**config.mk**
```make
export PLATFORM = sky130hd
export DESIGN_NAME = xnumin
export DESIGN_NICKNAME = d
export VERILOG_FILES = /design/src/rtl/xnumin_pkg.sv /design/src/rtl/xnumin_debounce.sv /design/src/rtl/xnumin.sv
export SDC_FILE = /design/constraint.sdc
export NUM_CORES = 1
export LEC_CHECK = 0
export ABC_AREA = 1
export CAP_MARGIN = 20
export CORE_AREA = 2 2 134 136
export CTS_CLUSTER_DIAMETER = 40
export DETAILED_ROUTE_END_ITERATION = 10
export DIE_AREA = 0 0 136 138
export PLACE_DENSITY = 0.73
export SLEW_MARGIN = 20
export SYNTH_ARGS = -nofsm -noshare
export SYNTH_HDL_FRONTEND = slang
export SYNTH_HIERARCHICAL = 1
export SYNTH_SLANG_ARGS = --single-unit
export TNS_END_PERCENT = 30
```
**constraint.sdc**
```tcl
create_clock -name clk -period 2.6 [get_ports clk]
set_input_delay 0.78 -clock clk [delete_from_list [all_inputs] [get_ports clk]]
set_output_delay 0.78 -clock clk [all_outputs]
set_load 0.05 [all_outputs]
```
**src/rtl/xnumin_pkg.sv**
```systemverilog
// xnumin_pkg: shared types and constants for the number-entry block and its display counterpart.
package xnumin_pkg;

    typedef enum logic [1:0] {IDLE, CONV, SIGN} state_t;

    localparam int NUM_W      = 11;
    localparam int BCD_W      = 4;
    localparam int MAX_DIGITS = 3;

    localparam logic [BCD_W-1:0] BCD_MAX     = 4'd9;
    localparam logic [BCD_W-1:0] GLYPH_MINUS = 4'hA;
    localparam logic [BCD_W-1:0] GLYPH_BLANK = 4'hF;

    function automatic logic [9:0] mul10(input logic [9:0] a);
        return (a << 3) + (a << 1);
    endfunction

endpackage

```
**src/rtl/xnumin_debounce.sv**
```systemverilog
// xdebounce: 2-flop synchronizer, stability-window debouncer and rising-edge press pulse.
module xdebounce #(
    parameter int DB_CYCLES = 1000000
) (
    input  logic clk,
    input  logic rst,
    input  logic din,
    output logic pulse
);

    localparam int CW = $clog2(DB_CYCLES);

    logic [1:0]    sync;
    logic          level;
    logic [CW-1:0] cnt;
    logic          differ;
    logic          flip;

    assign differ = sync[1] != level;
    assign flip   = differ && (cnt == CW'(DB_CYCLES - 1));

    always_ff @(posedge clk or negedge rst) begin
        if (!rst) begin
            sync  <= '0;
            level <= 1'b0;
            cnt   <= '0;
            pulse <= 1'b0;
        end else begin
            sync  <= {sync[0], din};
            cnt   <= (differ && !flip) ? cnt + 1'b1 : '0;
            level <= flip ? sync[1] : level;
            pulse <= flip && sync[1];
        end
    end

endmodule

```
**src/rtl/xnumin.sv**
```systemverilog
// xnumin: switch/button number entry, converts sign + 3 BCD digits to 11-bit two's complement.
// Optional XNUMIN_ECHO_EN adds the live echo = {neg, H, T, O} output.
module xnumin
    import xnumin_pkg::*;
#(
    parameter int DB_CYCLES = 1000000
) (
    input  logic             clk,
    input  logic             rst,
    input  logic             sel,
    input  logic [BCD_W-1:0] sw,
    input  logic             btn_digit,
    input  logic             btn_sign,
    input  logic             btn_clr,
    input  logic             btn_enter,
    output logic [NUM_W-1:0] data_out,
    output logic             valid,
    output logic             busy
`ifdef XNUMIN_ECHO_EN
    ,
    output logic [12:0]      echo
`endif
);

    logic             p_digit, p_sign, p_clr, p_enter;
    logic [BCD_W-1:0] sw_m, sw_s;
    logic [BCD_W-1:0] h, t, o, dig;
    logic [1:0]       cnt, step;
    logic             neg;
    logic [9:0]       acc;
    logic [NUM_W-1:0] mag;
    state_t           state, state_nx;

    xdebounce #(.DB_CYCLES(DB_CYCLES)) u_db_digit (.clk(clk), .rst(rst), .din(btn_digit), .pulse(p_digit));
    xdebounce #(.DB_CYCLES(DB_CYCLES)) u_db_sign  (.clk(clk), .rst(rst), .din(btn_sign),  .pulse(p_sign));
    xdebounce #(.DB_CYCLES(DB_CYCLES)) u_db_clr   (.clk(clk), .rst(rst), .din(btn_clr),   .pulse(p_clr));
    xdebounce #(.DB_CYCLES(DB_CYCLES)) u_db_enter (.clk(clk), .rst(rst), .din(btn_enter), .pulse(p_enter));

    assign dig = (step == 2'd0) ? h : (step == 2'd1) ? t : o;
    assign mag = {1'b0, acc};

`ifdef XNUMIN_ECHO_EN
    assign echo = {neg, h, t, o};
`endif

    always_comb begin
        state_nx = p_clr                           ? IDLE :
                   (state == IDLE && p_enter)      ? CONV :
                   (state == CONV && step == 2'd2) ? SIGN :
                   (state == SIGN)                 ? IDLE : state;
    end

    always_ff @(posedge clk or negedge rst) begin
        if (!rst) state <= IDLE;
        else      state <= state_nx;
    end

    always_ff @(posedge clk or negedge rst) begin
        if (!rst) begin
            sw_m     <= '0;
            sw_s     <= '0;
            h        <= '0;
            t        <= '0;
            o        <= '0;
            cnt      <= '0;
            neg      <= 1'b0;
            acc      <= '0;
            step     <= '0;
            data_out <= '0;
            valid    <= 1'b0;
            busy     <= 1'b0;
        end else begin
            sw_m <= sw;
            sw_s <= sw_m;
            if (sel && valid) valid <= 1'b0;
            // clr wins over everything, in any state, and aborts a conversion
            if (p_clr) begin
                h     <= '0;
                t     <= '0;
                o     <= '0;
                cnt   <= '0;
                neg   <= 1'b0;
                valid <= 1'b0;
                busy  <= 1'b0;
            end else if (state == IDLE) begin
                if (p_enter) begin
                    acc  <= '0;
                    step <= '0;
                    busy <= 1'b1;
                end else if (p_digit) begin
                    if (sw_s <= BCD_MAX && cnt != 2'(MAX_DIGITS)) begin
                        h   <= t;
                        t   <= o;
                        o   <= sw_s;
                        cnt <= cnt + 1'b1;
                    end
                end else if (p_sign) begin
                    neg <= ~neg;
                end
            end else if (state == CONV) begin
                acc  <= mul10(acc) + {6'd0, dig};
                step <= step + 1'b1;
            end else begin
                data_out <= neg ? -mag : mag;
                valid    <= 1'b1;
                busy     <= 1'b0;
                h        <= '0;
                t        <= '0;
                o        <= '0;
                cnt      <= '0;
                neg      <= 1'b0;
            end
        end
    end

endmodule

```
==> results.txt <==
----------------------------------------------------
[Run status]
  Status ... finished, final reports clean

[Logic synthesis]
  Synthesized net count ... about 1100
  Number of enable flip-flop cells after synthesis ... 0
  Sequential fraction of the synthesis area ... 0.460
  Leading cell types by count after synthesis ... 280 x sky130_fd_sc_hd__nand2_1, 199 x sky130_fd_sc_hd__nor2_1, 146 x sky130_fd_sc_hd__dfrtp_1, 105 x sky130_fd_sc_hd__inv_1, 71 x sky130_fd_sc_hd__nand3_1
  Synth unique cells ... 33
  Post-synth design cell area ... 7940 µm²
  Cells taking the most area after synthesis ... sky130_fd_sc_hd__dfrtp_1 46%, sky130_fd_sc_hd__nand2_1 13%, sky130_fd_sc_hd__nor2_1 9.4%, sky130_fd_sc_hd__inv_1 5.0%, sky130_fd_sc_hd__nand3_1 4.5%
  Count of state elements after synthesis ... 146
  Fraction of post-synthesis cell area in the top cell type by area ... 0.460
  Most numerous cell in the Yosys netlist ... sky130_fd_sc_hd__nand2_1
  Biggest area consumer among synthesized cells ... sky130_fd_sc_hd__dfrtp_1
  Average cell area after synthesis ... 7.76 µm²
  Yosys warning count ... 6
  Ys async rst share ... 1.00
  Main flop type after synthesis ... sky130_fd_sc_hd__dfrtp_1
  Synthesized instance count ... slightly above 1000

[STA]
  Post-route fraction of the period consumed by the critical path ... 0.974
  Hold Vio Cnt, Final ... 0
  Relative slew slack ... 0.572
  Crit path time final ... 2530 ps
  Final setup margin ... a little under 70 ps
  Fin Clk Skew ... 6.73 ps
  Post-route worst hold slack ... around 320 ps
  Peak clock frequency supported by timing ... roughly 0.39 GHz
  Number of pins exceeding their max-slew limit in the final report ... 0
  Number of setup violations in the final report ... 0
  Worst-margin pin slew ... 636 ps
  TNS Setup ... 0 ps

[Setup path]
  Kind of critical path ... flip-flop to flip-flop
  Worst reg2reg setup slack ... around 68 ps
  Worst r2r src ... step[0]
  Reg2reg path depth ... 11
  Critical Path Source Type ... flip-flop
  Top fanout value on the critical path ... 5
  CP arrival ... around 2800 ps
  Capture point of the worst reg-to-reg path ... acc[9]
  Data required time of the critical path ... 2910 ps
  Critical Path End Type ... flip-flop

[Detailed routing]
  Post-DR wirelength/cell ... 12.1 µm
  Iteration count of the initial detailed-routing pass ... 5
  Wire length after detailed routing ... 15700 µm
  Number of remaining DRC errors ... 0
  Average via count per standard cell ... 4.95
  Via Count ... roughly 6400
  ANT nets after route ... 0
  Number of design-rule violations left by the first detailed-router iteration ... 402

[Pwr]
  Leakage ... roughly 4.2 nW
  Maximum vdd drop ... around 0.57 mV
  Pwr dens ... 538 nW/µm²
  Total design power ... 4.86 mW

[Clocking]
  Total clock sinks ... 146
  CTS hold repair buffers ... 0
  Later-pin clock latency in the skew report ... 420 ps
  Clock Path Buffers ... 2
  Buffer type at the clock tree root ... sky130_fd_sc_hd__clkbuf_16
  Clock transition at path regs ... ~60 ps
  TritonCTS clock tree ... yes
  H-tree depth ... 4
  Number of buffers inserted during clock tree synthesis ... 17

[Floorplanning]
  Horizontal extent of the die ... 136 µm
  Die area ... 18800 µm²
  Number of I/O pins ... 24
  Height of the die ... 138 µm
  Initial Util ... 0.453
  Number of rows in the core area ... 49
  Core outline area ... 17500 µm²

[Run]
  Max Cap Viol ... 0

[Global route]
  Wire length of the first global-routing pass ... 28300 µm
  Maximum number of pins on one net before global-route repair ... roughly 60
  Overall Global Routing Usage ... 0.184
  Remaining global-route overflow ... 0
  Number of global-route vias before repair ... 6308
  Initial antenna violation count ... 0

[Layout]
  Relative area change from synthesis to final layout ... 13.8%
  Share of layout cells above drive strength 1 ... 0.0877
  Antenna diode count ... 0
  Number of fillers in the final layout ... 1688
  Fin cells ... 1301
  Nets@finish ... approximately 1100

[Placed design]
  DP Cell Count ... around 1300
  Input/output buffers ... 23
  Weighted congestion reported at the end of routability-driven placement ... 0.884
  Setup WS pre-CTS ... -9.58 ps
  Half-perimeter wire length after placement ... ~11000 µm

[Worst hold path]
  Hold/Removal Path Class ... input pin to async pin

----------------------------------------------------
[how the worst max path moves through the flow]
stage	slack, ps	to	from
2_1_floorplan	160	acc[4]	step[0]
3_3_place_gp	70	acc[8]	step[0]
3_5_place_dp	-10	acc[4]	step[0]
4_1_cts	40	acc[8]	step[0]
5_1_grt	-50	acc[7]	step[0]
6_report	70	acc[9]	step[0]
[routing by layer]
metal | GRT usage | part of all wire
met1 | 0.240 | 0.46
met2 | 0.301 | 0.49
met3 | 0.0458 | 0.035
met4 | 0.0559 | 0.012
met5 | 0 | 0
[cells by family after synthesis]
| family | after synthesis | synth area share |
|---|---|---|
| simple gates | 618 | 0.338 |
| flops | 146 | 0.460 |
| buf+inv | 123 | 0.0649 |
| compound gates | 76 | 0.0562 |
| xor+xnor | 36 | 0.0397 |
| fa+ha+maj | 25 | 0.0413 |
[metrics by stage]
step,util,area (µm²)
floorplan,-,7940
global placement,0.480,8420
detailed placement,0.480,8420
CTS,0.514,9010
global route,0.515,9040
finish,0.515,9040
[where the power goes]
part | internal (mW) | leakage, nW | switching, mW
Sequential | 2.30 | 1.99 | 0.0205
Clock | 1.51 | 0.282 | 0.905
Combinational | 0.0390 | 1.93 | 0.0879
[what timing repair did]
| item | 4_1_cts | 5_1_grt |
|---|---|---|
| hold endpoints to repair | 0 | 0 |
| setup buffers | 0 | 1 |
| setup endpoints to repair | 2 | 6 |
| resized for setup | 1 | 10 |
| pin swaps | 0 | 3 |
[final cells by class]
type,count,area (µm²),area share
multi-input cells,755,3790,0.420
flip-flops and latches,146,3650,0.404
clock buffers,23,488,0.0540
inverters,113,429,0.0475
repair buffers,27,287,0.0317
well taps,229,287,0.0317
clock inverters,8,101,0.0112
[critical path: stages, from the launching register on]
cell                      delay [ps]
sky130_fd_sc_hd__dfrtp_1         390
sky130_fd_sc_hd__buf_4           150
sky130_fd_sc_hd__ha_4            170
sky130_fd_sc_hd__o21ai_1         180
sky130_fd_sc_hd__o21ai_2         110
sky130_fd_sc_hd__fa_1            420
sky130_fd_sc_hd__ha_1            320
sky130_fd_sc_hd__or2_2           330
sky130_fd_sc_hd__nand3_1         130
sky130_fd_sc_hd__nand3_1          90
sky130_fd_sc_hd__nand3_1          90
sky130_fd_sc_hd__nand2_1          50
[cell usage in the layout, fill, tap and decap left out, types with 7 or more instances in the layout]
cell type                         count
sky130_fd_sc_hd__nor2_2               8
sky130_fd_sc_hd__dfrtp_1            146
sky130_fd_sc_hd__a21oi_1             11
sky130_fd_sc_hd__clkdlybuf4s50_1     22
sky130_fd_sc_hd__nand2_1            280
sky130_fd_sc_hd__nand2_4              7
sky130_fd_sc_hd__ha_1                22
sky130_fd_sc_hd__o21ai_0             40
sky130_fd_sc_hd__xor2_1              19
sky130_fd_sc_hd__nand4_1             20
sky130_fd_sc_hd__nand3_1             71
sky130_fd_sc_hd__inv_1              102
sky130_fd_sc_hd__clkbuf_16           17
sky130_fd_sc_hd__nor2_1             199
sky130_fd_sc_hd__o21ai_2             15
sky130_fd_sc_hd__nand3b_1             8
sky130_fd_sc_hd__inv_2               10
sky130_fd_sc_hd__xnor2_1             17
[registers in the layout, summed over array words and instances, names as in the netlist, 4 cells and up]
name	count
u_db_digit/cnt	20
sw_m	4
h	4
t	4
u_db_sign/cnt	20
sw_s	4
u_db_clr/cnt	20
data_out	11
o	4
acc	10
u_db_enter/cnt	20
No activity file was read; power rests on OpenSTA's default activity.
